## config.mk

```make
export PLATFORM = sky130hd
export DESIGN_NAME = plle2_lock_sequencer
export DESIGN_NICKNAME = d
export VERILOG_FILES = /design/src/rtl/plle2_lock_sequencer.sv
export SDC_FILE = /design/constraint.sdc
export NUM_CORES = 1
export LEC_CHECK = 0
export ABC_AREA = 1
export BUFFER_PORTS_ARGS = -buffer_cell sky130_fd_sc_hd__buf_2
export CAP_MARGIN = 15
export CORE_MARGIN = 2
export CORE_UTILIZATION = 45
export CTS_CLUSTER_SIZE = 24
export DETAILED_ROUTE_END_ITERATION = 12
export PLACE_DENSITY = 0.65
export SLEW_MARGIN = 15
export SYNTH_ARGS = -nofsm -noshare
export SYNTH_HDL_FRONTEND = slang
export SYNTH_SLANG_ARGS = --single-unit
export TNS_END_PERCENT = 5
```

## constraint.sdc

```tcl
create_clock -name clk -period 5.2 [get_ports clk]
set_input_delay 0.26 -clock clk [delete_from_list [all_inputs] [get_ports clk]]
set_output_delay 0.26 -clock clk [all_outputs]
set_load 0.02 [all_outputs]
```

## src/rtl/plle2_lock_sequencer.sv

```systemverilog
// Power-up / reset / lock-acquisition sequencer for a single PLLE2 instance.
// Drives PWRDWN, RST and CLKINSEL, qualifies LOCKED, retries and latches a fault.
module plle2_lock_sequencer #(
    parameter int unsigned PWRDWN_CYCLES = 16,
    parameter int unsigned RST_CYCLES    = 8,
    parameter int unsigned LOCK_TIMEOUT  = 4096,
    parameter int unsigned STABLE_CYCLES = 64,
    parameter int unsigned MAX_RETRIES   = 3
) (
    input  logic       clk,
    input  logic       rst_n,
    input  logic       enable,
    input  logic       clkinsel,
    input  logic       pll_locked,
    output logic       pll_pwrdwn,
    output logic       pll_rst,
    output logic       pll_clkinsel,
    output logic       ready,
    output logic       fault,
    output logic       lock_lost,
    output logic [3:0] retries,
    output logic [2:0] state
);

    localparam int unsigned MAX_AB  = (PWRDWN_CYCLES > RST_CYCLES) ? PWRDWN_CYCLES : RST_CYCLES;
    localparam int unsigned MAX_CD  = (LOCK_TIMEOUT > STABLE_CYCLES) ? LOCK_TIMEOUT : STABLE_CYCLES;
    localparam int unsigned MAX_CYC = (MAX_AB > MAX_CD) ? MAX_AB : MAX_CD;
    localparam int unsigned TW      = $clog2(MAX_CYC + 1);

    typedef enum logic [2:0] {
        ST_IDLE  = 3'd0,
        ST_PWRDN = 3'd1,
        ST_PRST  = 3'd2,
        ST_WAIT  = 3'd3,
        ST_STAB  = 3'd4,
        ST_LOCKD = 3'd5,
        ST_FAULT = 3'd6
    } state_t;

    state_t        cur;
    state_t        nxt;
    logic [TW-1:0] timer;
    logic [TW-1:0] timer_nxt;
    logic [3:0]    retries_nxt;
    logic          lost_nxt;
    logic          fail;
    logic          sync1;
    logic          lk;

    assign state = 3'(cur);

    // Two-flop synchroniser for the asynchronous LOCKED input
    always_ff @(posedge clk or negedge rst_n) begin
        if (!rst_n) begin
            sync1 <= 1'b0;
            lk    <= 1'b0;
        end else begin
            sync1 <= pll_locked;
            lk    <= sync1;
        end
    end

    // Next-state, retry bookkeeping and phase timer
    always_comb begin
        nxt         = cur;
        retries_nxt = retries;
        lost_nxt    = 1'b0;
        fail        = 1'b0;
        timer_nxt   = timer;

        if (!enable) begin
            nxt         = ST_IDLE;
            retries_nxt = 4'd0;
        end else if ((cur == ST_WAIT || cur == ST_STAB || cur == ST_LOCKD)
                     && (clkinsel != pll_clkinsel)) begin
            nxt = ST_PWRDN;
        end else begin
            case (cur)
                ST_IDLE:  nxt = ST_PWRDN;
                ST_PWRDN: if (timer == TW'(PWRDWN_CYCLES - 1)) nxt = ST_PRST;
                ST_PRST:  if (timer == TW'(RST_CYCLES - 1)) nxt = ST_WAIT;
                ST_WAIT: begin
                    if (lk) nxt = ST_STAB;
                    else if (timer == TW'(LOCK_TIMEOUT - 1)) fail = 1'b1;
                end
                ST_STAB: begin
                    if (!lk) begin
                        fail = 1'b1;
                    end else if (timer == TW'(STABLE_CYCLES - 1)) begin
                        nxt         = ST_LOCKD;
                        retries_nxt = 4'd0;
                    end
                end
                ST_LOCKD: begin
                    if (!lk) begin
                        nxt      = ST_PRST;
                        lost_nxt = 1'b1;
                    end
                end
                ST_FAULT: nxt = ST_FAULT;
                default:  nxt = ST_IDLE;
            endcase

            if (fail) begin
                if (retries == 4'(MAX_RETRIES - 1)) begin
                    nxt         = ST_FAULT;
                    retries_nxt = 4'(MAX_RETRIES);
                end else begin
                    nxt         = ST_PRST;
                    retries_nxt = retries + 4'd1;
                end
            end
        end

        // Timer restarts on every state entry and only runs in timed phases
        if (nxt != cur) begin
            timer_nxt = '0;
        end else if (cur == ST_PWRDN || cur == ST_PRST || cur == ST_WAIT || cur == ST_STAB) begin
            timer_nxt = timer + TW'(1);
        end
    end

    // State register and registered outputs derived from the next state
    always_ff @(posedge clk or negedge rst_n) begin
        if (!rst_n) begin
            cur          <= ST_IDLE;
            timer        <= '0;
            retries      <= 4'd0;
            lock_lost    <= 1'b0;
            ready        <= 1'b0;
            fault        <= 1'b0;
            pll_pwrdwn   <= 1'b1;
            pll_rst      <= 1'b1;
            pll_clkinsel <= 1'b0;
        end else begin
            cur        <= nxt;
            timer      <= timer_nxt;
            retries    <= retries_nxt;
            lock_lost  <= lost_nxt;
            ready      <= (nxt == ST_LOCKD);
            fault      <= (nxt == ST_FAULT);
            pll_pwrdwn <= (nxt == ST_IDLE) || (nxt == ST_PWRDN) || (nxt == ST_FAULT);
            pll_rst    <= !((nxt == ST_WAIT) || (nxt == ST_STAB) || (nxt == ST_LOCKD));
            if (nxt == ST_PWRDN && cur != ST_PWRDN) begin
                pll_clkinsel <= clkinsel;
            end
        end
    end

endmodule

```

### Word-level counts from Yosys, hierarchy flattened

Cells that the tools add are included.

| cells by class | value |
|---|---|
| $add $sub $neg | 2 |
| multiply operators | 0 |
| divide/modulo/power cells | 0 |
| magnitude comparators | 0 |
| equality and inequality tests | 23 |
| shifts and indexed selects | 0 |
| mux-type cells | 29 |
| bitwise logic cells | 0 |
| reductions and logical operators | 16 |

Operators with widths:

| cell | number |
|---|---|
| $mux W3 | 10 |
| $mux W4 | 7 |
| $mux W13 | 2 |
| $pmux W3 S7 | 1 |
| $eq A3 B3 Y1 const B | 6 |
| $add A13 B1 Y13 const B | 1 |
| $eq A13 B12 Y1 const B | 1 |
| $eq A13 B3 Y1 const B | 1 |
| $eq A13 B4 Y1 const B | 1 |
| $eq A13 B6 Y1 const B | 1 |
| $ne A3 B1 Y1 const B | 4 |
| $eq A3 B2 Y1 const B | 3 |
| $logic_or A1 B1 Y1 | 9 |
| $mux W1 | 8 |
| $eq A3 B1 Y1 const B | 2 |
| $logic_not A3 Y1 | 2 |
| $add A4 B1 Y4 const B | 1 |
| $eq A4 B2 Y1 const B | 1 |
| $reduce_and A4 Y1 | 1 |
| $ne A3 B3 Y1 | 1 |
| $logic_and A1 B1 Y1 | 2 |
| $ne A2 B2 Y1 const B | 1 |
| $pmux W1 S2 | 1 |
| $reduce_bool A2 Y1 | 1 |
| other kinds (2) | 2 |

| storage, ports and cells | value |
|---|---|
| register bits after elaboration | 28 |
| bits in latches | 0 |
| bits in writable memories | 0 |
| bits in read-only memories | 0 |
| bits of input ports | 5 |
| output and inout bits | 13 |
| memories | 0 |

### Depth between registers and ports, before layout

| depth | value |
|---|---|
| depth after elaboration | 13 |
| mapped depth | 15 |
| mapped depth without buffers | 14 |

### Least setup slack after synthesis

Ideal clock, no wire load.

| path | value |
|---|---|
| path kind | register to register |
| start | register cur[2] (netlist: state[2]) |
| end | register timer[11] |
| arrival time | 1.735 ns |
| data required time | 5.076 ns |
| setup slack | 3.341 ns |
| cell stages (with the launch flop) | 10 |
| buffers on the path | 1 |
| period minus slack after synthesis | 1.859 ns |
| cells stage by stage | dfrtp_1 -> buf_2 -> inv_1 -> o21ai_0 -> nand2_1 -> nand2_1 -> nor3b_2 -> nand3_1 -> xor2_1 -> nor2_4 |

| between the ends | value |
|---|---|
| cells in the longest elaborated chain, start to end | 9 |
| elaborated cells between the ends (all ways) | 29 |
| classes of those cells | eq/ne: 7; mux: 14; reduce/logical: 8 |

Ends and longest elaborated chain:

| what | RTL line | text |
|---|---|---|
| from (decl) | 40 | `state_t cur;` |
| from (signal assigned) | 136 | `cur <= nxt;` |
| $eq A3 B3 Y1 or $eq A3 B2 Y1 (tied branches) | 74, 78, 118 |  |
| $pmux W1 S2 | 78 | `case (cur)` |
| $mux W1 | 74 | `end else if ((cur == ST_WAIT \|\| cur == ST_STAB \|\| cur == ST_LOCKD)` |
| $mux W1 | 71 | `if (!enable) begin` |
| $mux W3 | 104 | `if (fail) begin` |
| $mux W3 | 74 |  |
| $mux W3 | 71 |  |
| $ne A3 B3 Y1 | 116 | `if (nxt != cur) begin` |
| $mux W13 or $reduce_bool A2 Y1 (tied branches) | n/a |  |
| to (signal assigned) | 137 | `timer <= timer_nxt;` |
| to (decl) | 42 | `logic [TW-1:0] timer;` |

Several ways; a longest one is shown, not always the timed one. The select of a mux whose other input is x is not followed.
A chain may end at the register's enable or synchronous reset.

### Worst setup path after layout

| path | value |
|---|---|
| start | register timer[1] |
| end | register timer[7] |

| between the ends | value |
|---|---|
| cells in the longest elaborated chain, start to end | 11 |
| elaborated cells between the ends (all ways) | 22 |
| classes of those cells | add/sub: 1; eq/ne: 5; mux: 15; reduce/logical: 1 |

Ends and longest elaborated chain:

| what | RTL line | text |
|---|---|---|
| $eq A13 B12 Y1 | 84 | `else if (timer == TW'(LOCK_TIMEOUT - 1)) fail = 1'b1;` |
| $mux W1 | 84 |  |
| $mux W1 | 83 | `if (lk) nxt = ST_STAB;` |
| $pmux W1 S2 | 78 |  |
| $mux W1 | 74 |  |
| $mux W1 | 71 |  |
| $mux W3 | 104 |  |
| $mux W3 | 74 |  |
| $mux W3 | 71 |  |
| $ne A3 B3 Y1 | 116 |  |
| $mux W13 or $reduce_bool A2 Y1 (tied branches) | n/a |  |

Several ways; a longest one is shown, not always the timed one. The select of a mux whose other input is x is not followed.

==> flow_summary.yaml <==
synthesis:
  yosys-top-cells-area: "dfrtp_1, nand2_1, nor2_4, xor2_1, inv_1"
  synth_cell_types: 31
  syn_nets: 217
  synthFlopType: "dfrtp_1"
  syn_avg_cell_area_sq_um: 8.46
  synth_top_area_cell: "dfrtp_1"
  synth_area_sq_mm: 0.00177
  ys_seq_elements: 28
  ys_async_sr_fraction_pct: 100
  synthesis.instances: 209
  synth-edff-count: 0
  synth_top_area_share_pct: 36.8
  synth-seq-area-share_pct: 39.8
  ys.warnings.count: 0
sta:
  timing.fmax_ghz: 0.491
  finalClockSkew_ns: 0.00389
  slew-limit-headroom_pct: 59.9
  period_minus_slack_ns: 2.04
  hold_viol_final: 26
  timing.hold.ws_ns: -0.0142
  finalCritPeriodShare_pct: 39.2
  tns_ns: 0
  setup-violations-final: 0
  rsz0062_at_grt: "false"
  maxSlewViolCount: 0
  tightest_slew_ns: 0.602
clock_network:
  clkLatencyLatePin_ns: 0.27
  cts_tree: "yes"
  cts_setup_buffers: 0
  cts_hold_buffers: 0
  cts-root-buf: "clkbuf_8"
  cts_sinks: 28
  cts_resized: 0
  clock_path_buffers: 2
  htree_levels: 1
  cts_buffers: 3
  cts.clk_slew.worst_paths_ns: 0.09
power:
  power_density_mw_per_mm2: 206
  ir_drop_uv: 112
  total_power_uw: 396
  leakagePower_nw: 0.857
final_layout:
  nets: 236
  diodes: 0
  drive_gt1_share_pct: 27.8
  fin_util_pct: 51.8
  area.growth.synth_to_final_pct: 8.92
critical_path:
  cp_max_fo: 13
  endpoint_kind: "flop"
  critPathRequiredTime_ns: 5.36
  critPathKind: "flop to flop"
  cp.arrival_ns: 2.19
  reg2reg_depth: 14
  cp-start-kind: "flop"
place:
  place_congestion: 0.867
  place_hpwl_um: 2430
  io_buffers: 17
floorplan:
  io-pin-count: 18
  initial_core_util_pct: 47.6
  core-area_sq_mm: 0.00372
  rows: 22
  die_width_um: 66.7
  die_h_um: 66.7
  die_area_sq_mm: 0.00445
routing:
  drt_pass1_iterations: 6
  drt_wl_total_um: 3160
  dr.first_iter.drc_count: 56
  post-route-drc-count: 0
  vias: 1319
  wire_per_inst_um: 11.5
  drt-vias-per-instance: 4.80
  detail-route-antenna-nets: 0
status:
  status: "finished, violations left"
  failed_checks: "negative hold slack"
grt:
  grt_pass1_vias: 1233
  grt_pass1_wl_um: 5510
  gr-total-overflow: 0
  track_usage_pct: 16.2
  antenna_found_initial: 0
  grt_max_degree: 29
min_path:
  min_path_type: "input pin to async pin"
job:
  drv_cap: 0
[layer usage]
layer  wire length, um  GRT usage [%]  up-vias
met5                 0              0        -
met4                27           3.83        0
met3                97           3.55        2
met2              1450           25.0       17
met1              1580           23.1      607
li1                  -              -      693
[path summary, 6_finish.rpt]
| check | endpoint | slack, ns | start |
|---|---|---|---|
| worst max-delay path | timer[7] | 3.16 | timer[1] |
| worst min-delay path | timer[4] | -0.01 | rst_n |
| worst max register to register | timer[7] | 3.16 | timer[1] |
| worst min register to register | lk | 0.36 | sync1 |
| max in group asynchronous | fault | 4.82 | rst_n |
| min in group clk | sync1 | 0.09 | pll_locked |
[area by class of cell]
cell class | instances | area [sq um]
multi-input combinational | 151 | 931
clock buffer | 4 | 45.0
timing repair buffer | 17 | 85.1
tap | 48 | 60.1
fill | 363 | 1790
inverter | 27 | 101
sequential | 28 | 703
[through the flow]
step                instance area (sq um)  std cells  hold slack [ns]  setup WS, ns
global route                         1930        275           0.0291          2.91
CTS                                  1930        275         0.000986          3.13
floorplan                            1770        209          -0.0356          3.34
finish                               1930        275          -0.0142          3.16
detailed placement                   1880        271            0.305          3.15
global placement                     1880        271            0.309          3.22
[synthesized netlist by cell type, types with 5 or more instances]
cell,count
nand2_2,12
nor2_1,20
nor2_4,12
nand2_1,39
inv_1,22
nand3_1,14
o21ai_0,5
nand4_1,7
nor2_2,5
nor3_1,5
dfrtp_1,26
xor2_1,11
[cells in the final DEF (no fill, tap or decap)]
cell type,synthesis,routed
nor2_1,20,20
nand3_4,1,1
nand4_1,7,7
clkbuf_1,0,1
nor3_1,5,5
nor2_4,12,12
nor3b_2,1,1
dfrtp_1,26,26
nand2_2,12,12
nand3_2,2,2
dfstp_2,2,2
clkbuf_8,0,3
inv_2,4,4
nor2_2,5,5
clkinv_1,1,1
inv_1,22,22
xor2_1,11,11
buf_2,1,17
xnor2_1,4,4
nand4_2,1,1
o211ai_1,1,1
a21oi_1,1,1
nand2_4,2,2
o21ai_1,2,2
nand2_1,39,39
o31ai_1,1,1
ha_1,3,3
o21ai_0,5,5
nor3_2,1,1
nand3_1,14,14
mux2i_1,1,1
[registers in the layout, indices dropped and copies added, names as in the netlist]
| name | count |
|---|---|
| pll_pwrdwn | 1 |
| lock_lost | 1 |
| lk | 1 |
| state | 3 |
| pll_clkinsel | 1 |
| retries | 4 |
| pll_rst | 1 |
| fault | 1 |
| ready | 1 |
| sync1 | 1 |
| timer | 13 |
[critical path: stages, from the launching register on]
cell and delay, ns:
dfrtp_1 0.37, ha_1 0.19, inv_1 0.07, nor2_2 0.16, nand2_2 0.08, nor2_2 0.11, nand3_2 0.10, nand2_2 0.11
nand2_2 0.10, nand3_4 0.10, nand2_2 0.06, nand2_2 0.08, nor2_4 0.04, nand2_4 0.26, nor2_1 0.07
[power breakdown]
part / internal [mW] / switching (mW)
clock network: 0.0549 / 0.0646
registers: 0.223 / 0.00513
logic: 0.0137 / 0.0349
total: 0.291 / 0.105
[kinds of logic after synthesis]
logic type                 count (synthesis)  synth area share, %
AOI/OAI and AO/OA                         10                 3.11
DFF                                       28                 39.8
adders and majority gates                  3                 2.12
and+or+nand+nor                          122                 39.4
muxes                                      1                0.566
xor gates and xnor gates                  15                 7.43
buffers and inverters                     30                 7.57
No activity file was read; power rests on OpenSTA's default activity.
